===== src/rtl/hazard_pkg.sv =====
// rtl/hazard_pkg.sv - shared defaults, typedefs and latency clamp for the hazard scoreboard
package hazard_pkg;

  localparam int DEF_REG_W   = 3;
  localparam int DEF_MAX_LAT = 3;
  localparam int DEF_LAT_W   = 2;

  typedef logic [DEF_REG_W-1:0] reg_num_t;
  typedef logic [DEF_LAT_W-1:0] lat_t;

  // Clamp a requested write latency into 1..max_lat; zero means "next cycle".
  function automatic int eff_lat(input int dest_lat, input int max_lat = DEF_MAX_LAT);
    if (dest_lat < 1) return 1;
    if (dest_lat > max_lat) return max_lat;
    return dest_lat;
  endfunction

endpackage


===== src/rtl/hazard_reg_counter.sv =====
// rtl/hazard_reg_counter.sv - per-register countdown of cycles until a pending write is readable
module hazard_reg_counter
  import hazard_pkg::*;
#(
  parameter int LAT_W = DEF_LAT_W
) (
  input  logic             clk,
  input  logic             rst,
  input  logic             load,
  input  logic [LAT_W-1:0] load_val,
  output logic [LAT_W-1:0] cnt,
  output logic             busy
);

  logic [LAT_W-1:0] cnt_q, cnt_d;

  // A new write overrides the countdown; otherwise count down and rest at zero.
  always_comb begin
    cnt_d = cnt_q;
    if (load) begin
      cnt_d = load_val;
    end else if (cnt_q != '0) begin
      cnt_d = cnt_q - LAT_W'(1);
    end
  end

  // Counter register; reset discards the pending write.
  always_ff @(posedge clk) begin
    if (rst) begin
      cnt_q <= '0;
    end else begin
      cnt_q <= cnt_d;
    end
  end

  assign cnt  = cnt_q;
  assign busy = (cnt_q != '0);

endmodule


===== src/rtl/hazard_scoreboard.sv =====
// rtl/hazard_scoreboard.sv - ID-stage RAW/WAW hazard scoreboard driving the active-low pipeline stall
module hazard_scoreboard
  import hazard_pkg::*;
#(
  parameter int NUM_REGS = 8,
  parameter int REG_W    = DEF_REG_W,
  parameter int NUM_SRC  = 2,
  parameter int MAX_LAT  = DEF_MAX_LAT,
  parameter int LAT_W    = DEF_LAT_W,
  parameter int FWD_EN   = 0
) (
  input  logic                     clk,
  input  logic                     rst,
  input  logic                     issue_valid,
  input  logic [NUM_SRC*REG_W-1:0] src_reg,
  input  logic [NUM_SRC-1:0]       src_used,
  input  logic                     dest_we,
  input  logic [REG_W-1:0]         dest_reg,
  input  logic [LAT_W-1:0]         dest_lat,
  output logic                     pipeline_stall_n,
  output logic [NUM_SRC-1:0]       stall_src,
  output logic                     stall_waw,
  output logic [15:0]              stall_cycles
);

  logic [LAT_W-1:0]    cnt [NUM_REGS];
  logic [NUM_REGS-1:0] busy_vec;
  logic [LAT_W-1:0]    lat_eff;
  logic [REG_W-1:0]    src_sel;
  logic                stall;
  logic                accept;
  logic [15:0]         stall_cycles_q, stall_cycles_d;

  // Register zero is hard-wired and never has a pending write.
  assign cnt[0]      = '0;
  assign busy_vec[0] = 1'b0;

  for (genvar r = 1; r < NUM_REGS; r++) begin : g_reg
    logic load_r;
    assign load_r = accept && dest_we && (dest_reg == REG_W'(r));
    hazard_reg_counter #(
      .LAT_W(LAT_W)
    ) u_cnt (
      .clk      (clk),
      .rst      (rst),
      .load     (load_r),
      .load_val (lat_eff),
      .cnt      (cnt[r]),
      .busy     (busy_vec[r])
    );
  end

  // Clamp latency before it is used in the WAW compare and in the counter load.
  always_comb begin
    lat_eff = LAT_W'(eff_lat(int'(dest_lat), MAX_LAT));
  end

  // RAW check per source against the pre-update counters; with forwarding a
  // result is usable once its counter has reached 1.
  always_comb begin
    stall_src = '0;
    src_sel   = '0;
    for (int i = 0; i < NUM_SRC; i++) begin
      src_sel = src_reg[i*REG_W +: REG_W];
      if (!rst && issue_valid && src_used[i] && (src_sel != '0)) begin
        stall_src[i] = (FWD_EN != 0) ? (cnt[src_sel] > LAT_W'(1)) : busy_vec[src_sel];
      end
    end
  end

  // WAW: a new write must not retire ahead of an older write to the same register.
  always_comb begin
    stall_waw = !rst && issue_valid && dest_we && (dest_reg != '0) && (cnt[dest_reg] > lat_eff);
  end

  assign stall            = (|stall_src) || stall_waw;
  assign pipeline_stall_n = !stall;
  assign accept           = issue_valid && !stall && !rst;

  // Saturating count of cycles in which a valid instruction was held back.
  always_comb begin
    stall_cycles_d = stall_cycles_q;
    if (stall && (stall_cycles_q != 16'hFFFF)) begin
      stall_cycles_d = stall_cycles_q + 16'd1;
    end
  end

  // Stall counter register.
  always_ff @(posedge clk) begin
    if (rst) begin
      stall_cycles_q <= '0;
    end else begin
      stall_cycles_q <= stall_cycles_d;
    end
  end

  assign stall_cycles = stall_cycles_q;

endmodule


===== config.mk =====
export PLATFORM = sky130hd
export DESIGN_NAME = hazard_scoreboard
export DESIGN_NICKNAME = d
export VERILOG_FILES = /design/src/rtl/hazard_pkg.sv /design/src/rtl/hazard_reg_counter.sv /design/src/rtl/hazard_scoreboard.sv
export SDC_FILE = /design/constraint.sdc
export NUM_CORES = 1
export LEC_CHECK = 0
export ABC_AREA = 0
export CAP_MARGIN = 20
export CORE_MARGIN = 2
export CORE_UTILIZATION = 35
export DETAILED_ROUTE_END_ITERATION = 8
export PLACE_DENSITY = 0.56
export SYNTH_ARGS = -nofsm -noshare
export SYNTH_HDL_FRONTEND = slang
export SYNTH_SLANG_ARGS = --single-unit

===== constraint.sdc =====
create_clock -name clk -period 7.9 [get_ports clk]
set_input_delay 0.79 -clock clk [delete_from_list [all_inputs] [get_ports clk]]
set_output_delay 0.79 -clock clk [all_outputs]
set_load 0.05 [all_outputs]

Word-level counts from Yosys, hierarchy flattened
Cells that the tools add are included.
{"block": "totals", "register_bits": 30, "input_bits": 17, "out_inout_bits": 20, "wordCells": 96}
{"block": "classes", "n_addsub": 8, "order_cmp": 5, "eq_ne": 8, "muxes": 26, "bitwise": 1, "n_reduce_logical": 40}
{"cell": "$mux W2", "count": 17}
{"cell": "$reduce_bool A2 Y1", "count": 14}
{"cell": "$logic_and A1 B1 Y1", "count": 19}
{"cell": "$add A16 B1 Y16 const B", "count": 1}
{"cell": "$ne A16 B16 Y1 const B", "count": 1}
{"cell": "$sub A2 B1 Y2 const B", "count": 7}
{"cell": "$eq A3 B3 Y1 const B", "count": 4}
{"cell": "$reduce_bool A3 Y1", "count": 3}
{"cell": "$lt A3 B4 Y1 const B", "count": 2}
{"cell": "$bmux W1 S3", "count": 2}
{"cell": "$bmux W2 S3", "count": 1}
{"cell": "$eq A3 B2 Y1 const B", "count": 2}
{"cell": "$mux W1", "count": 6}
{"cell": "$ge A4 B4 Y1 const B", "count": 1}
{"cell": "$not A3 Y4", "count": 1}
{"cell": "$eq A3 B1 Y1 const B", "count": 1}
{"cell": "$gt A2 B2 Y1", "count": 1}
{"cell": "$logic_not A1 Y1", "count": 2}
{"cell": "$lt A2 B1 Y1 const B", "count": 1}
{"cell": "$reduce_or A2 Y1", "count": 1}
{"cell": "$logic_or A1 B1 Y1", "count": 1}

Logic depth before layout (Yosys ltp)
Gate-level depths: netlist of run 1.
{"block": "depth", "depth_word": 13, "mapped_depth": 14, "mapped_depth_nobuf": 11}

Cells and area by module
From an unflattened synthesis of run 1, not the netlist that was laid out.
{"block": "unflattened", "cells_unflattened": 237, "hier_area_um2": 2118.3}
{"module": "hazard_scoreboard", "instances": 1, "cells_per_inst": 146, "area_per_inst_um2": 1233.7, "seq_area_each_um2": 320.3}
{"module": "hazard_reg_counter", "instances": 7, "cells_per_inst": 13, "area_per_inst_um2": 126.4, "seq_area_each_um2": 40.0}

Worst setup path after synthesis of run 1
Ideal clock, no wire load.
{"block": "synth_path", "path_kind": "in2out", "from": "in dest_reg[0]", "to": "out pipeline_stall_n", "arrival_ps": 3361, "required_time_ps": 7110, "path_slack_ps": 3749, "path_stages": 8, "n_path_buf": 3, "path_cell_list": "clkbuf_1 -> mux4_2 -> a21oi_1 -> ha_1 -> a2111oi_4 -> nor3_4 -> buf_6 -> buf_6"}
{"block": "synth_via", "elab_chain_len": 8, "elab_cells_between_ends": 10, "cone_classes": "order compare: 1; mux: 3; bitwise: 1; reduce/logical: 5"}
{"element": "start: declaration", "line_no": "hazard_scoreboard.sv:18", "rtl": "input logic [REG_W-1:0] dest_reg,"}
{"element": "$not A3 Y4 (not written as such)", "line_no": "hazard_scoreboard.sv:73", "rtl": "stall_waw = !rst && issue_valid && dest_we && (dest_reg != '0) && (cnt[dest_reg] > lat_eff);"}
{"element": "$bmux W2 S3", "line_no": "hazard_scoreboard.sv:73"}
{"element": "$mux W2 (not written as such) (2 in series)", "line_no": "hazard_scoreboard.sv:73"}
{"element": "$gt A2 B2 Y1", "line_no": "hazard_scoreboard.sv:73"}
{"element": "$logic_and A1 B1 Y1 *", "line_no": "hazard_scoreboard.sv:73"}
{"element": "named net stall_waw", "line_no": "hazard_scoreboard.sv:22", "rtl": "output logic stall_waw,"}
{"element": "$logic_or A1 B1 Y1 *", "line_no": "hazard_scoreboard.sv:76", "rtl": "assign stall = (|stall_src) || stall_waw;"}
{"element": "$logic_not A1 Y1 *", "line_no": "hazard_scoreboard.sv:77", "rtl": "assign pipeline_stall_n = !stall;"}
{"element": "end: declaration", "line_no": "hazard_scoreboard.sv:20", "rtl": "output logic pipeline_stall_n,"}
Mark *: on every way through the listed nets, which the timed path passes. The rest lies on a longest branch. The select of a mux whose other input is x is not followed.

Final worst setup path of run 1
{"block": "layout_path", "from": "in dest_reg[0]", "to": "out pipeline_stall_n"}
{"block": "layout_via", "elab_chain_len": 8, "elab_cells_between_ends": 10, "cone_classes": "order compare: 1; mux: 3; bitwise: 1; reduce/logical: 5"}
{"element": "$not A3 Y4 (not written as such)", "line_no": "hazard_scoreboard.sv:73"}
{"element": "$bmux W2 S3", "line_no": "hazard_scoreboard.sv:73"}
{"element": "$mux W2 (not written as such) (2 in series)", "line_no": "hazard_scoreboard.sv:73"}
{"element": "$gt A2 B2 Y1", "line_no": "hazard_scoreboard.sv:73"}
{"element": "$logic_and A1 B1 Y1 *", "line_no": "hazard_scoreboard.sv:73"}
{"element": "$logic_or A1 B1 Y1 *", "line_no": "hazard_scoreboard.sv:76"}
{"element": "$logic_not A1 Y1 *", "line_no": "hazard_scoreboard.sv:77"}
Mark *: on every way between the ends. The rest lies on a longest branch, timed or not. The select of a mux whose other input is x is not followed.

==> summary.md, run 1 <==
| Metric | Value |
|---|---|
| CTS tree | `yes` |
| Leak pwr | `0.000918 uW` |
| Cells after Synth | `246` |
| Cell taking the most area after synthesis | `dfxtp_1` |
| Worst slew margin | `52.6%` |
| Gp weighted congestion | `0.783` |
| Setup Viol. Count Final | `0` |
| Syn Area/Cell | `between 8 and 9 um^2` |
| Clock Skew | `0.00753 ns` |
| Net Count, Synth | `273` |
| Main synth FF type | `dfxtp_1` |
| Place WS | `2.94 ns` |
| Compound-Gate Fraction of Synth Area | `18.5%` |
| IO buf count | `36` |
| Adder-Cell Fraction of Synth Area | `about 6.0%` |
| Area Overhead vs Synth | `23.7%` |
| Setup ws final | `2.86 ns` |
| CTS root buf | `clkbuf_8` |
| Max Cap Violations | `0` |
| Crit path time final | `between 5 and 6 ns` |
| Pwr Density | `around 220 nW/um^2` |
| Total GRT Usage | `17.3%` |
| Largest family of logic cells by synthesized area | `simple AND/OR/NAND/NOR gates` |
| Die H | `81.3 um` |
| Register bit total from synthesis | `30` |
| Crit path kind | `in2out` |
| Core Box Area | `5850 um^2` |
| Largest net degree at the start of global routing | `37` |
| Grt total ovfl | `0` |
| Routed WL per cell | `approximately 15 um` |
| Vias in the first global route | `1,880` |
| Largest cells by area after synthesis | `dfxtp_1 29%, ha_1 6.0%, mux2_2 4.8%, mux2i_1 4.3%, inv_1 4.1%` |
| EDFF count, synth | `0` |
| Area of the multi-input gates | `approximately 1300 um^2` |
| Async set-reset flop share out of synthesis | `0%` |
| Clock Sink Count | `30` |
| Sequential element share of the synthesized area | `around 29%` |
| Final TNS setup | `0 ns` |
| Initial antenna violation count | `0` |
| Worst Path Required | `7.11 ns` |
| Simple logic cell fraction of the synthesized area | `24.5%` |
| Grt met1 use | `21.3%` |
| GR peak layer | `met2` |
| Slew @ Worst Pin | `0.704 ns` |
| Resized cells post-CTS | `0` |
| M3 GR Usage | `about 4.3%` |
| Worst Setup SP | `dest_reg[0]` |
| CP Launch Type | `input pin` |
| TritonCTS Buffers | `5` |
| Most frequent cells in the layout | `36 x clkdlybuf4s50_1, 30 x dfxtp_1, 23 x inv_1` |
| Final WL | `between 5000 and 6000 um` |
| Htree depth | `2` |
| Cell area after synthesis | `2090 um^2` |
| Ant diodes | `0` |
| Reg-to-Reg Start | `g_reg[7].u_cnt.cnt[1]` |
| Final ANT Viol Nets | `0` |
| Max clock buf depth | `2` |
| Worst R2R Setup Slack | `4.97 ns` |
| Die area | `6610 um^2` |
| Placed Cells | `approximately 350` |
| Unrepaired setup endpoints after global routing | `false` |
| Initial Util | `between 30 and 40%` |
| Layout cells sized above 1 | `11.9%` |
| Clock Latency Late Sink | `0.28 ns` |
| Arr. time, crit path | `4.25 ns` |
| Die X | `81.3 um` |
| Endpoints failing hold | `0` |
| Worst reg2reg endpoint | `stall_cycles[6]` |
| FMAX | `0.199 GHz` |
| Final Slew Violations | `0` |
| Critical path endpoint category | `primary output` |
| Hold path cells | `2` |
| CP Max Fanout | `36` |
| Met2 usage | `just over 30%` |
| Drt via density | `5.40` |
| XOR/XNOR Fraction of Synth Area | `under 10%` |
| Util after Layout | `around 44%` |
| Post-synth top area share | `roughly 29%` |
| Hold buffers post-CTS | `0` |
| Worst-path clk slew | `~0.070 ns` |
| Yosys Warn Count | `0` |
| CP endpoint | `pipeline_stall_n` |
| Final worst path period share | `63.8%` |
| Min-delay src | `stall_cycles[15]` |
| Fillers | `584` |
| DR pass1 iterations | `4` |
| Status | `finished, final reports clean` |
| Worst vdd ir | `0.0000933 V` |
| FF+latch area | `601 um^2` |
| Yosys cell types | `49` |
| DRT iter0 DRCs | `85` |
| First-pass GRT wire length | `~8900 um` |
| Vias | `1,905` |
| Row cnt | `28` |
| Hold crit path type | `reg2reg` |
| Fin nets | `304` |
| Detailed placement HPWL | `3740 um` |
| Layout Cells excl Fill | `~350` |
| Commonest non-fill, non-tap cell in the layout | `clkdlybuf4s50_1` |
| Top Ports | `37` |
| Multiplexer share of the synthesized area | `a little under an eighth` |
| Post-CTS Setup Bufs | `0` |
| DRC errors left | `0` |
| Reg2Reg Depth | `9` |
-- report_power, final --
part           total [uW]  switching (uW)  internal (uW)
Clock                 131            60.9           69.9
Sequential            198            19.7            178
Combinational         232             129            103
-- cell usage after synthesis, types with 3 or more instances --
| cell type | instances |
|---|---|
| mux2_2 | 9 |
| clkbuf_1 | 7 |
| or4_1 | 6 |
| xor2_1 | 7 |
| and3_1 | 4 |
| nand2_1 | 20 |
| nor2_1 | 16 |
| o311ai_0 | 4 |
| ha_1 | 10 |
| nor2b_1 | 3 |
| nand3_1 | 8 |
| nor3_1 | 5 |
| a21oi_1 | 13 |
| inv_1 | 23 |
| nor4_1 | 3 |
| dfxtp_1 | 30 |
| o31ai_1 | 9 |
| o21ai_0 | 10 |
| nand4_1 | 9 |
| mux2i_1 | 9 |
-- flip-flops by register name (all words and copies together) (netlist names) --
signal        cells
g.u_cnt.cnt      14
stall_cycles     16
-- final cells by class --
cell class                 count  share of cell area (%)
clock inverter                 2                   0.484
inverter                      23                    3.34
clock buffer                   6                    3.19
tap                           75                    3.63
multi-input combinational    178                    51.3
timing repair buffer          39                    14.8
sequential                    30                    23.2
-- cells by family (layout without fill, tap and decap cells) --
kind of cell,after synthesis,count (layout)
flip-flops,30,30
multiplexers,20,20
AND/OR/NAND/NOR,90,90
XOR/XNOR,7,7
buffers and inverters,38,70
adder cells (fa/ha/maj),10,10
AO/OA/AOI/OAI,51,51
-- per-layer routing --
metal | part of all wire, % | vias to the layer above
met3 | 5.5 | 4
met4 | 0.95 | 0
met1 | 46 | 871
met2 | 48 | 63
li1 | - | 967
met5 | 0 | -
-- worst max-delay path: stages --
cell             delay [ns]
clkdlybuf4s50_1        0.73
mux4_2                 0.56
a21oi_1                0.18
ha_1                   0.29
a21oi_1                0.24
a2111oi_4              0.10
nor3_4                 0.11
buf_4                  0.33
clkdlybuf4s50_1        0.88
-- worst min path at each step --
stage	to	slack (ns)
CTS	stall_cycles[15]	0.52
global placement	stall_cycles[5]	0.50
detailed placement	stall_cycles[15]	0.51
finish	stall_cycles[15]	0.52
floorplan	g_reg[6].u_cnt.cnt[1]	0.55
global route	stall_cycles[5]	0.54
-- per-stage QoR --
| step | hold WS (ns) | power [uW] | area, um^2 |
|---|---|---|---|
| 6_report | 0.519 | 560 | 2590 |
| 5_1_grt | 0.535 | 610 | 2590 |
| 4_1_cts | 0.520 | 567 | 2590 |
| 3_5_place_dp | 0.505 | 432 | 2490 |
| 3_3_place_gp | 0.503 | 428 | 2490 |
| 2_1_floorplan | 0.549 | 379 | 2090 |
(Power assumes the default switching activity.)
==> run 2, diff against run 1 <==
clock period = 4.8 ns   (was 7.9 ns; I/O delays follow)
==> summary.md, run 2 (synthesis gave the netlist of run 1 again) <==
| Metric | Value |
|---|---|
| Status | `finished, final reports clean (unchanged)` |
| Detailed placement HPWL | `3810 um (was 3740 um)` |
| Final TNS setup | `0 ns (unchanged)` |
| Fin nets | `304 (unchanged)` |
| DRT iter0 DRCs | `72 (was 85)` |
| Place WS | `0.714 ns (was 2.94 ns)` |
| Hold crit path type | `reg2reg (unchanged)` |
| Hold buffers post-CTS | `0 (unchanged)` |
| Worst Path Required | `4.32 ns (was 7.11 ns)` |
| Crit path time final | `4.10 ns` |
| Vias | `1,887 (was 1,905)` |
| FF+latch area | `601 um^2 (unchanged)` |
| Max reg flops | `16 (unchanged)` |
| CP Max Fanout | `11 (was 36)` |
| DRC errors left | `0 (unchanged)` |
| TritonCTS Buffers | `5 (unchanged)` |
| Setup ws final | `0.698 ns (was 2.86 ns)` |
| Worst path cell trace | `clkdlybuf4s50_1, mux4_2, a21oi_1, ha_1, a2111oi_4, clkdlybuf4s50_1 (was clkdlybuf4s50_1, mux4_2, a21oi_1, ha_1, a21oi_1, a2111oi_4, nor3_4, buf_4, clkdlybuf4s50_1)` |
| Top Ports | `37 (unchanged)` |
| Bufs and invs on worst path | `2 (was 3)` |
| Setup Viol. Count Final | `0 (unchanged)` |
| Most frequent cells in the layout | `35 x clkdlybuf4s50_1, 30 x dfxtp_1, 23 x inv_1 (was 36 x clkdlybuf4s50_1, 30 x dfxtp_1, 23 x inv_1)` |
| Largest stage delay, worst path | `0.89 ns (was 0.88 ns)` |
| Slew @ Worst Pin | `0.749 ns (was 0.704 ns)` |
| Met2 usage | `28.7% (was 30.2%)` |
| FMAX | `about 0.24 GHz` |
| Final WL | `5280 um (was 5290 um)` |
| Initial antenna violation count | `0 (unchanged)` |
| IO buf count | `36 (unchanged)` |
| Max clock buf depth | `2 (unchanged)` |
| Area of the multi-input gates | `1330 um^2 (unchanged)` |
| Die X | `81.3 um (unchanged)` |
| Area Overhead vs Synth | `24.2% (was 23.7%)` |
| Grt total ovfl | `0 (unchanged)` |
| CTS tree | `yes (unchanged)` |
| Commonest non-fill, non-tap cell in the layout | `clkdlybuf4s50_1 (unchanged)` |
| Arr. time, crit path | `3.62 ns (was 4.25 ns)` |
| Total GRT Usage | `17.4% (was 17.3%)` |
| Worst vdd ir | `0.000157 V (was 0.0000933 V)` |
| Layout cells sized above 1 | `12.2% (was 11.9%)` |
| Crit path max-delay cell type | `clkdlybuf4s50_1 (unchanged)` |
| Worst slew margin | `49.6% (was 52.6%)` |
| Drt via density | `5.35 (was 5.40)` |
| Final worst path period share | `85.5%` |
| Final Slew Violations | `0 (unchanged)` |
| Row cnt | `28 (unchanged)` |
| Max Cap Violations | `0 (unchanged)` |
| Crit path kind | `in2out (unchanged)` |
| Clock Skew | `0.00978 ns (was 0.00753 ns)` |
| GR peak layer | `met2 (unchanged)` |
| Clock Sink Count | `30 (unchanged)` |
| Most frequent CP cell | `clkdlybuf4s50_1` |
| Clock Latency Late Sink | `0.29 ns (was 0.28 ns)` |
| Core Box Area | `5850 um^2 (unchanged)` |
| Placed Cells | `345 (unchanged)` |
| Die area | `6610 um^2 (unchanged)` |
| Leak pwr | `0.000924 uW (was 0.000918 uW)` |
| Critical path endpoint category | `primary output (unchanged)` |
| Util after Layout | `44.4% (was 44.2%)` |
| Largest net degree at the start of global routing | `37 (unchanged)` |
| Grt met1 use | `22.4% (was 21.3%)` |
| DR pass1 iterations | `5 (was 4)` |
| Endpoints failing hold | `0 (unchanged)` |
| Layout Cells excl Fill | `353 (unchanged)` |
| Vias in the first global route | `1,793 (was 1,880)` |
| CP Launch Type | `input pin (unchanged)` |
| Worst-path clk slew | `0.07 ns (about the same)` |
| Unrepaired setup endpoints after global routing | `false (unchanged)` |
| M3 GR Usage | `4.22% (was 4.33%)` |
| Routed WL per cell | `15.0 um (about the same)` |
| Hold slack | `0.530 ns (was 0.519 ns)` |
| CTS root buf | `clkbuf_8 (unchanged)` |
| Pwr Density | `356 nW/um^2 (was 217 nW/um^2)` |
| Die H | `81.3 um (unchanged)` |
| Final ANT Viol Nets | `0 (unchanged)` |
| Ant diodes | `0 (unchanged)` |
| Initial Util | `35.7% (unchanged)` |
| Post-CTS Setup Bufs | `0 (unchanged)` |
| Cell family with most CP delay | `buffers and inverters (unchanged)` |
| Fillers | `581 (was 584)` |
| First-pass GRT wire length | `8830 um (was 8880 um)` |
| Htree depth | `2 (unchanged)` |
| Gp weighted congestion | `0.814 (was 0.783)` |
| Resized cells post-CTS | `0 (unchanged)` |
run 2: cell types whose count changed in the layout (fill, tap and decap cells not counted), sizes merged:
cell	delta
buf	+1
clkdlybuf4s50	-1
run 2: final timing paths:
check,start,endpoint,slack (ns),depth (start not counted)
max,dest_reg[0],stall_waw,0.70,6
min,stall_cycles[5],stall_cycles[5],0.53,2
max reg2reg,g_reg[7].u_cnt.cnt[1],stall_cycles[6],1.87,9
min reg2reg,stall_cycles[5],stall_cycles[5],0.53,2
run 2: stage by stage:
step	area (um^2)	total power [uW]
global placement	2500	708
floorplan	2090	624
global route	2600	1000
CTS	2600	938
finish	2600	923
detailed placement	2500	714
run 2: per-layer routing:
metal | wire length [um] | up-vias
met1 | 2460 | 864
li1 | - | 966
met5 | 0 | -
met3 | 269 | 6
met2 | 2500 | 51
met4 | 53 | 0
run 2: layout make-up:
class	count	area share, %
multi-input cells	178	51.1
flip-flops and latches	30	23.1
repair buffers	39	15.1
well taps	75	3.61
inverters	23	3.33
clock buffers	6	3.18
clock inverters	2	0.482
run 2: worst reg2reg max path, cell delays in order, from the launching register on:
cell and delay (ns):
dfxtp_1 0.33, inv_1 0.07, mux4_2 0.46, a21oi_1 0.18
ha_1 0.30, a2111oi_4 0.51, nor3_4 0.04, buf_4 0.26
nor4_2 0.33, mux2_2 0.35
run 2: where the power goes:
| group | switching, uW | internal, uW | total [uW] |
|---|---|---|---|
| Sequential | 31.6 | 293 | 325 |
| Combinational | 209 | 172 | 381 |
| Clock | 103 | 115 | 218 |
| Total | 343 | 580 | 923 |
==> run 3, diff against run 2 <==
PLACE_DENSITY = 0.7   (was 0.56)
SKIP_LAST_GASP = 1   (was unset)
clock period = 3.7 ns   (was 4.8 ns; I/O delays follow)
==> summary.md, run 3 (synthesis gave the netlist of run 1 again) <==
| Metric | Value |
|---|---|
| Resized cells post-CTS | `0 (unchanged)` |
| IO buf count | `36 (unchanged)` |
| Worst R2R Setup Slack | `0.90 ns (was 1.87 ns)` |
| Max Cap Violations | `0 (unchanged)` |
| Final worst path period share | `89.3%` |
| Row cnt | `28 (unchanged)` |
| Clock Skew | `0.00594 ns (was 0.00978 ns)` |
| Pwr Density | `449 nW/um^2 (was 356 nW/um^2)` |
| DRC errors left | `0 (unchanged)` |
| Status | `finished, final reports clean (unchanged)` |
| Leak pwr | `0.000957 uW (was 0.000924 uW)` |
| Largest net degree at the start of global routing | `37 (unchanged)` |
| Initial antenna violation count | `0 (unchanged)` |
| Grt total ovfl | `0 (unchanged)` |
| Most frequent cells in the layout | `34 x clkdlybuf4s50_1, 30 x dfxtp_1, 23 x inv_1 (was 35 x clkdlybuf4s50_1, 30 x dfxtp_1, 23 x inv_1)` |
| Post-CTS Setup Bufs | `0 (unchanged)` |
| Die H | `81.3 um (unchanged)` |
| CTS tree | `yes (unchanged)` |
| Gp weighted congestion | `0.871 (was 0.814)` |
| Wire length on met1 | `2440 um (was 2460 um)` |
| Routed wl met2 | `2440 um (was 2500 um)` |
| Unrepaired setup endpoints after global routing | `false (unchanged)` |
| Hold crit path type | `reg2reg (unchanged)` |
| Htree depth | `2 (unchanged)` |
| Hold path cells | `2 (unchanged)` |
| Routed WL per cell | `14.5 um (was 15.0 um)` |
| Worst Path Required | `3.33 ns (was 4.32 ns)` |
| Reg-to-Reg Start | `g_reg[7].u_cnt.cnt[1] (unchanged)` |
| Clock Latency Late Sink | `0.28 ns (was 0.29 ns)` |
| Final WL | `5190 um (was 5280 um)` |
| Final TNS setup | `0 ns (unchanged)` |
| Initial Util | `35.7% (unchanged)` |
| Fin nets | `309 (was 304)` |
| Worst reg2reg endpoint | `stall_cycles[6] (unchanged)` |
| Util after Layout | `45.1% (was 44.4%)` |
| CP Max Fanout | `36 (was 11)` |
| Crit path max-delay cell type | `clkdlybuf4s50_1 (unchanged)` |
| Placed Area | `2560 um^2 (was 2500 um^2)` |
| TritonCTS Buffers | `5 (unchanged)` |
| CTS root buf | `clkbuf_8 (unchanged)` |
| Bufs and invs on worst path | `3 (was 2)` |
| Endpoints failing hold | `0 (unchanged)` |
| Max clock buf depth | `2 (unchanged)` |
| FMAX | `about 0.30 GHz` |
| CP Launch Type | `input pin (unchanged)` |
| DR pass1 iterations | `4 (was 5)` |
| Vias | `1,945 (was 1,887)` |
| Hold worst-path end | `stall_cycles[5] (unchanged)` |
| Arr. time, crit path | `2.93 ns (was 3.62 ns)` |
| Most frequent CP cell | `buf_12 (was clkdlybuf4s50_1)` |
| DRT iter0 DRCs | `117 (was 72)` |
| Hold buffers post-CTS | `0 (unchanged)` |
| Vias in the first global route | `1,902 (was 1,793)` |
| Detailed placement HPWL | `3800 um (was 3810 um)` |
| Final Slew Violations | `0 (unchanged)` |
| Worst path cell trace | `clkdlybuf4s50_1, mux4_2, o21ai_0, ha_1, a2111oi_4, nor3_4, buf_12, buf_12 (was clkdlybuf4s50_1, mux4_2, a21oi_1, ha_1, a2111oi_4, clkdlybuf4s50_1)` |
| First-pass GRT wire length | `8850 um (was 8830 um)` |
| Clock Sink Count | `30 (unchanged)` |
| Slew @ Worst Pin | `0.686 ns (was 0.749 ns)` |
| Layout cells sized above 1 | `13.8% (was 12.2%)` |
| Critical path endpoint category | `primary output (unchanged)` |
| Core Box Area | `5850 um^2 (unchanged)` |
| Reg2Reg Depth | `9 (unchanged)` |
| Die area | `6610 um^2 (unchanged)` |
| Worst-path clk slew | `0.07 ns (about the same)` |
| Setup Viol. Count Final | `0 (unchanged)` |
| Worst slew margin | `54.0% (was 49.6%)` |
| Crit path time final | `between 3 and 4 ns` |
| Area Overhead vs Synth | `26.3% (was 24.2%)` |
| Min-delay src | `stall_cycles[5] (unchanged)` |
| Die X | `81.3 um (unchanged)` |
| Max reg flops | `16 (unchanged)` |
| Largest stage delay, worst path | `0.72 ns (was 0.89 ns)` |
| Top Ports | `37 (unchanged)` |
| Max layer used | `met4 (unchanged)` |
| Worst Setup SP | `dest_reg[1] (was dest_reg[0])` |
| Crit path kind | `in2out (unchanged)` |
| Drt via density | `5.45 (was 5.35)` |
| Final ANT Viol Nets | `0 (unchanged)` |
| Worst vdd ir | `0.000202 V (was 0.000157 V)` |
| Total GRT Usage | `17.3% (was 17.4%)` |
| Commonest non-fill, non-tap cell in the layout | `clkdlybuf4s50_1 (unchanged)` |
| Fin area | `2640 um^2 (was 2600 um^2)` |
| Cell family with most CP delay | `buffers and inverters (unchanged)` |
| Ant diodes | `0 (unchanged)` |
| WL met3 | `210 um (was 269 um)` |
==> run 3: cell count changes in the layout (fill, tap and decap cells not counted), sizes merged <==
cell	change
buf	+6
clkbuf	-1
clkdlybuf4s50	-1
clkinv	+1
clkinvlp	-1
==> run 3: area by class of cell <==
type,count,area [um^2]
tap,75,93.8
inverter,23,86.3
clock buffer,5,68.8
multi-input combinational,178,1330
fill,566,3210
sequential,30,601
timing repair buffer,44,453
clock inverter,2,10.0
==> run 3: worst min-delay path, delay by kind of cell (launching register included) <==
kind           cells  cell delay, ns
AO/OA/AOI/OAI      2            0.12
flip-flops         1            0.34
==> run 3: routing by layer <==
layer  vias up  global-route usage [%]
met2        48                    29.7
met1       914                    21.1
li1        973                       -
met4         0                    6.10
met5         -                       0
met3        10                    3.78
==> run 3: stage by stage <==
| stage | power, uW | setup slack, ns | instances | hold slack [ns] |
|---|---|---|---|---|
| after floorplan | 809 | 0.193 | 246 | 0.514 |
| after global placement | 924 | 0.214 | 350 | 0.501 |
| after detailed placement | 938 | 0.137 | 350 | 0.510 |
| after CTS | 1190 | 0.402 | 357 | 0.521 |
| after global routing | 1280 | 0.179 | 357 | 0.543 |
| final | 1180 | 0.396 | 357 | 0.516 |
==> run 3: power by group <==
part | switching (uW) | internal (uW)
Combinational | 278 | 232
Clock | 124 | 126
Sequential | 44.6 | 380
==> run 3: worst max-delay path by stage <==
stage	endpoint	slack (ns)	depth (start not counted)
2_1_floorplan	stall_cycles[6]	0.19	9
3_5_place_dp	stall_cycles[6]	0.14	9
3_3_place_gp	stall_cycles[10]	0.21	11
6_report	pipeline_stall_n	0.40	8
4_1_cts	pipeline_stall_n	0.40	8
5_1_grt	pipeline_stall_n	0.18	10
